### src/rtl/alu_result_tx_framer_pkg.sv
// Shared definitions for the ALU result TX framer: FSM state encoding, byte width
// and the FIFO pointer-width helper.
package alu_result_tx_framer_pkg;

  typedef enum logic [1:0] {
    IDLE    = 2'b00,
    LOAD    = 2'b01,
    WAIT_HI = 2'b10,
    WAIT_LO = 2'b11
  } tx_state_e;

  localparam int BYTE_W = 8;

  // One extra bit beyond the address distinguishes full from empty.
  function automatic int fifo_ptr_w(input int depth);
    return $clog2(depth) + 1;
  endfunction

endpackage

### src/rtl/alu_result_fifo.sv
// Synchronous FIFO for captured ALU results. A push while full is dropped, even if a
// pop happens in the same cycle.
module alu_result_fifo
  import alu_result_tx_framer_pkg::*;
#(
  parameter int WIDTH = 16,
  parameter int DEPTH = 4
) (
  input  logic             CLK,
  input  logic             RST,
  input  logic             push_i,
  input  logic [WIDTH-1:0] data_i,
  input  logic             pop_i,
  output logic [WIDTH-1:0] data_o,
  output logic             full_o,
  output logic             empty_o
);

  localparam int PW = fifo_ptr_w(DEPTH);
  localparam int AW = PW - 1;

  logic [WIDTH-1:0] mem_q [DEPTH];
  logic [PW-1:0]    wr_ptr_q, wr_ptr_d;
  logic [PW-1:0]    rd_ptr_q, rd_ptr_d;
  logic             do_push, do_pop;

  assign full_o  = (wr_ptr_q[PW-1] != rd_ptr_q[PW-1]) &&
                   (wr_ptr_q[AW-1:0] == rd_ptr_q[AW-1:0]);
  assign empty_o = (wr_ptr_q == rd_ptr_q);
  assign do_push = push_i && !full_o;
  assign do_pop  = pop_i && !empty_o;

  assign wr_ptr_d = wr_ptr_q + PW'(do_push);
  assign rd_ptr_d = rd_ptr_q + PW'(do_pop);
  assign data_o   = mem_q[rd_ptr_q[AW-1:0]];

  always_ff @(posedge CLK or negedge RST) begin
    if (!RST) begin
      wr_ptr_q <= '0;
      rd_ptr_q <= '0;
    end else begin
      wr_ptr_q <= wr_ptr_d;
      rd_ptr_q <= rd_ptr_d;
    end
  end

  always_ff @(posedge CLK) begin
    if (do_push) mem_q[wr_ptr_q[AW-1:0]] <= data_i;
  end

endmodule

### src/rtl/alu_result_tx_framer.sv
// Buffers ALU results (one per ALU_VALID rising edge) and feeds them bytewise to the UART TX.
// Byte order is LSB first; define ALU_TX_MSB_FIRST_EN for MSB first.
//   state   | meaning
//   IDLE    | pop next result into shift register when FIFO not empty
//   LOAD    | strobe current byte as soon as TX is not busy
//   WAIT_HI | wait for TX to acknowledge by raising busy
//   WAIT_LO | wait for TX done; next byte or back to IDLE
module alu_result_tx_framer
  import alu_result_tx_framer_pkg::*;
#(
  parameter int Width      = 16,
  parameter int FIFO_DEPTH = 4
) (
  input  logic              CLK,
  input  logic              RST,
  input  logic [Width-1:0]  ALU_OUT,
  input  logic              ALU_VALID,
  input  logic              TX_BUSY,
  output logic [BYTE_W-1:0] TX_P_DATA,
  output logic              TX_D_VLD,
  output logic              FIFO_FULL,
  output logic              OVERFLOW
);

  localparam int NBYTES = Width / BYTE_W;
  localparam int IW     = (NBYTES > 1) ? $clog2(NBYTES) : 1;
  localparam logic [IW-1:0] LAST_IDX = IW'(NBYTES - 1);

  tx_state_e         state_q, state_d;
  logic              valid_q;
  logic              push, pop;
  logic [Width-1:0]  fifo_dout;
  logic              fifo_full, fifo_empty;
  logic [Width-1:0]  shreg_q, shreg_d, shreg_next;
  logic [IW-1:0]     idx_q, idx_d;
  logic [BYTE_W-1:0] tx_data_q, tx_data_d, cur_byte;
  logic              tx_vld_q, tx_vld_d;
  logic              ovf_q, ovf_d;

  assign push  = ALU_VALID && !valid_q;
  assign ovf_d = ovf_q | (push && fifo_full);

  alu_result_fifo #(.WIDTH(Width), .DEPTH(FIFO_DEPTH)) u_fifo (
    .CLK     (CLK),
    .RST     (RST),
    .push_i  (push),
    .data_i  (ALU_OUT),
    .pop_i   (pop),
    .data_o  (fifo_dout),
    .full_o  (fifo_full),
    .empty_o (fifo_empty)
  );

`ifdef ALU_TX_MSB_FIRST_EN
  assign cur_byte   = shreg_q[Width-1 -: BYTE_W];
  assign shreg_next = shreg_q << BYTE_W;
`else
  assign cur_byte   = shreg_q[BYTE_W-1:0];
  assign shreg_next = shreg_q >> BYTE_W;
`endif

  always_ff @(posedge CLK or negedge RST) begin
    if (!RST) begin
      state_q   <= IDLE;
      valid_q   <= 1'b0;
      shreg_q   <= '0;
      idx_q     <= '0;
      tx_data_q <= '0;
      tx_vld_q  <= 1'b0;
      ovf_q     <= 1'b0;
    end else begin
      state_q   <= state_d;
      valid_q   <= ALU_VALID;
      shreg_q   <= shreg_d;
      idx_q     <= idx_d;
      tx_data_q <= tx_data_d;
      tx_vld_q  <= tx_vld_d;
      ovf_q     <= ovf_d;
    end
  end

  always_comb begin
    state_d = state_q;
    case (state_q)
      IDLE:    if (!fifo_empty) state_d = LOAD;
      LOAD:    if (!TX_BUSY) state_d = WAIT_HI;
      WAIT_HI: if (TX_BUSY) state_d = WAIT_LO;
      WAIT_LO: if (!TX_BUSY) state_d = (idx_q == LAST_IDX) ? IDLE : LOAD;
      default: state_d = IDLE;
    endcase
  end

  always_comb begin
    pop       = 1'b0;
    shreg_d   = shreg_q;
    idx_d     = idx_q;
    tx_data_d = tx_data_q;
    tx_vld_d  = 1'b0;
    case (state_q)
      IDLE: if (!fifo_empty) begin
        pop     = 1'b1;
        shreg_d = fifo_dout;
        idx_d   = '0;
      end
      LOAD: if (!TX_BUSY) begin
        tx_vld_d  = 1'b1;
        tx_data_d = cur_byte;
      end
      WAIT_LO: if (!TX_BUSY && idx_q != LAST_IDX) begin
        idx_d   = idx_q + IW'(1);
        shreg_d = shreg_next;
      end
      default: ;
    endcase
  end

  assign TX_P_DATA = tx_data_q;
  assign TX_D_VLD  = tx_vld_q;
  assign FIFO_FULL = fifo_full;
  assign OVERFLOW  = ovf_q;

endmodule
### config.mk
export PLATFORM = sky130hd
export DESIGN_NAME = alu_result_tx_framer
export DESIGN_NICKNAME = d
export VERILOG_FILES = /design/src/rtl/alu_result_tx_framer_pkg.sv /design/src/rtl/alu_result_fifo.sv /design/src/rtl/alu_result_tx_framer.sv
export SDC_FILE = /design/constraint.sdc
export NUM_CORES = 1
export LEC_CHECK = 0
export CORE_MARGIN = 2
export CORE_UTILIZATION = 45
export CTS_CLUSTER_SIZE = 30
export DETAILED_ROUTE_END_ITERATION = 8
export PLACE_DENSITY = 0.63
export SYNTH_ARGS = -nofsm -noshare
export SYNTH_HDL_FRONTEND = slang
export SYNTH_SLANG_ARGS = --single-unit
### constraint.sdc
create_clock -name CLK -period 4.15 [get_ports CLK]
set_input_delay 1.245 -clock CLK [delete_from_list [all_inputs] [get_ports CLK]]
set_output_delay 1.245 -clock CLK [all_outputs]
set_load 0.1 [all_outputs]
==> impl_metrics.ini <==
[route]
drt_first_pass_iters = 4
num_vias = 2089
drtIter0Drc = 113
viasPerCell = 5.384
ant_nets = 0
routedWlPerCell_um = 18.46
drt-total-wl_mm = 7.163
drc = 0

[cells_and_area]
fin_cells = 388
diodes = 0
drive_gt1_share_pct = 20.36
fin_nets = 304
syn2layout_area_growth_pct = 14.99
utilization_pct = 53.17

[timing]
tns_ns = 0
slew_violations = 0
rsz0062_at_grt = false
max_freq_mhz = 294.2
tightest_slew_ns = 1.009
layout_setup_ws_ns = 0.7506
period_share_pct = 81.91
max-slew-margin-rel_pct = 32.50
clock_skew_ns = 0.01298
hold_viol_final = 0
setup_viol = 0
finalCriticalPeriod_ns = 3.399

[die]
die_x_um = 98.67
start_util_pct = 46.24
fp.dieH_um = 98.67
row_count = 34
dieArea_um2 = 9735
ios = 31
fp.coreArea_um2 = 8721

[global_route]
grt_pass1_vias = 2061
grt_pass1_wl_mm = 11.61
grt_max_degree = 37
gr-total-overflow = 0
grt_antenna_before_repair = 0
grt_use_total_pct = 15.66

[place]
portBuffers = 30
placed_cells_incl_taps = 372
place_congestion = 0.7810
dp_slack_ns = 0.9215
dp_hpwl_mm = 4.572

[cts]
cts-hold-fix-buffers = 0
cts_made_buffers = 9
cts_root_buf = clkbuf_8
cts_tree = done
clockBufferDepth = 2
postCtsSetupRepairBufs = 0
path_clk_slew_ns = 0.09
cts.repair.resized = 0
cts.sinks = 100
htree_levels = 3
clock_latency_ns = 0.36

[synthesis]
synth_area_um2 = 4033
ys_top_cells_by_area = edfxtp_1, dfrtp_1, mux2_2
synth_cells = 241
synth_cell_types = 40
syn_nets = 270
ys_seq_area_share_pct = 70.00
yosys.area.top_type = edfxtp_1
synthArstFlopShare_pct = 36.00
synth_ff_type = edfxtp_1
yosysTopAreaCellShare_pct = 47.66
synth-edff-count = 64
avgSynthCellArea_um2 = 16.73
yosysWarnings = 0
ys_ff_latch = 100

[job]
maxCapViolations = 0

[worst_setup_path]
path_class = register to output pin
critical-path-max-stage-delay_ns = 0.85
start_kind = register
cp_slowest_cell = dfrtp_1
worstPathArrival_ns = 2.15
crit_family = flip-flops
critPathMaxFanout = 12
worstPathCellList = xor2_2, nor3_1, buf_12
required_ns = 2.90
setup.worst_path.end_class = output pin
critPathBufInv = 1

[power_and_ir_drop]
max-vdd-ir-drop_uv = 293.5
p_per_area_nw_per_um2 = 773.8
leakage_nw = 1.712

[run_status]
status = finished, final reports clean

[worst_hold_path]
hold_class = register to register
[worst reg2reg max path, cell delays in order (launching register included)]
cell and delay, ns:
dfrtp_1 0.85, xor2_2 0.23, nor3_1 0.14, nor3b_2 0.29, and3b_1 0.73
[sequential cells by signal, indices dropped and copies added, names as in the netlist]
register	cells
u_fifo.mem_q	64
shreg_q	16
TX_P_DATA	8
u_fifo.rd_ptr_q	3
u_fifo.wr_ptr_q	3
state_q	2
OVERFLOW	1
TX_D_VLD	1
idx_q	1
valid_q	1
[metrics by stage]
stage               total power, mW  instance area, um^2  hold slack, ns
floorplan                     2.647                 4033          0.4570
global route                  3.786                 4637          0.5064
global placement              2.977                 4441          0.4519
CTS                           3.619                 4637          0.4834
finish                        3.588                 4637          0.4800
detailed placement            2.992                 4441          0.4617
[cells in the final DEF, fill, tap and decap left out, drive strengths merged, types with 2 or more instances in the layout]
master / Yosys / layout
edfxtp: 64 / 64
dfrtp: 36 / 36
clkdlybuf4s50: 0 / 28
mux2: 17 / 17
inv: 14 / 17
nor2b: 9 / 9
o21ai: 9 / 9
ha: 9 / 9
clkbuf: 7 / 9
o31ai: 9 / 9
mux4: 8 / 8
a211oi: 8 / 8
o22ai: 8 / 8
o2bb2ai: 8 / 8
buf: 5 / 7
xor2: 5 / 5
nor2: 4 / 4
or2: 3 / 3
clkinv: 0 / 3
nor3: 2 / 2
nor3b: 2 / 2
and3b: 2 / 2
nand2: 2 / 2
[routing by layer]
layer | routed length (um) | track usage, % | part of all wire (%)
met1 | 3569 | 23.46 | 50
met4 | 135 | 6.322 | 1.9
met3 | 215 | 2.624 | 3.0
met2 | 3242 | 23.02 | 45
met5 | 0 | 0 | 0
[worst paths after layout]
check                                                  start                       endpoint  slack, ns  depth (start not counted)
worst max-delay path            u_fifo.rd_ptr_q[0]$_DFF_PN0_                      FIFO_FULL       0.75                          3
worst min-delay path                      OVERFLOW$_DFF_PN0_             OVERFLOW$_DFF_PN0_       0.48                          1
worst max register to register  u_fifo.rd_ptr_q[0]$_DFF_PN0_  u_fifo.mem_q[2][12]$_DFFE_PP_       1.53                          4
worst min register to register            OVERFLOW$_DFF_PN0_             OVERFLOW$_DFF_PN0_       0.48                          1
max in group asynchronous                                RST         shreg_q[0]$_DFFE_PN0P_       2.65                          1
min in group asynchronous                                RST   u_fifo.wr_ptr_q[0]$_DFF_PN0_       0.97                          1
[where the power goes]
part           switching (mW)  leakage (nW)  internal (mW)  total, mW
logic                   0.936         0.592          0.543       1.48
clock network           0.342        0.0997          0.283      0.624
registers               0.171          1.02           1.31       1.48
[synthesized netlist by cell type (all sizes together), types with 2 or more instances]
cell type and count:
edfxtp 64, o2bb2ai 8, mux2 17, nor3b 2, and3b 2, nor3 2, xor2 5, nand2 2
nor2b 9, o21ai 9, mux4 8, o31ai 9, a211oi 8, buf 5, dfrtp 36, or2 3
nor2 4, inv 14, ha 9, o22ai 8, clkbuf 7
[cell type report]
type	instances	area [um^2]
Tap cell	108	135.1
Multi-Input combinational cell	115	1087
Sequential cell	100	2823
Fill cell	720	4084
Clock inverter	7	72.57
Timing Repair Buffer	35	342.8
Inverter	14	52.55
Clock buffer	9	123.9
[cell families (layout without fill, tap and decap cells)]
kind of cell / count (synthesis) / in the layout / synth area share, %
buffers and inverters: 26 / 65 / 3.164
multiplexers: 25 / 25 / 9.215
AND/OR/NAND/NOR: 28 / 28 / 4.251
AO/OA/AOI/OAI: 47 / 47 / 8.905
flip-flops: 100 / 100 / 70.00
XOR/XNOR: 6 / 6 / 1.676
adder cells (fa/ha/maj): 9 / 9 / 2.792
(Power assumes the default switching activity.)
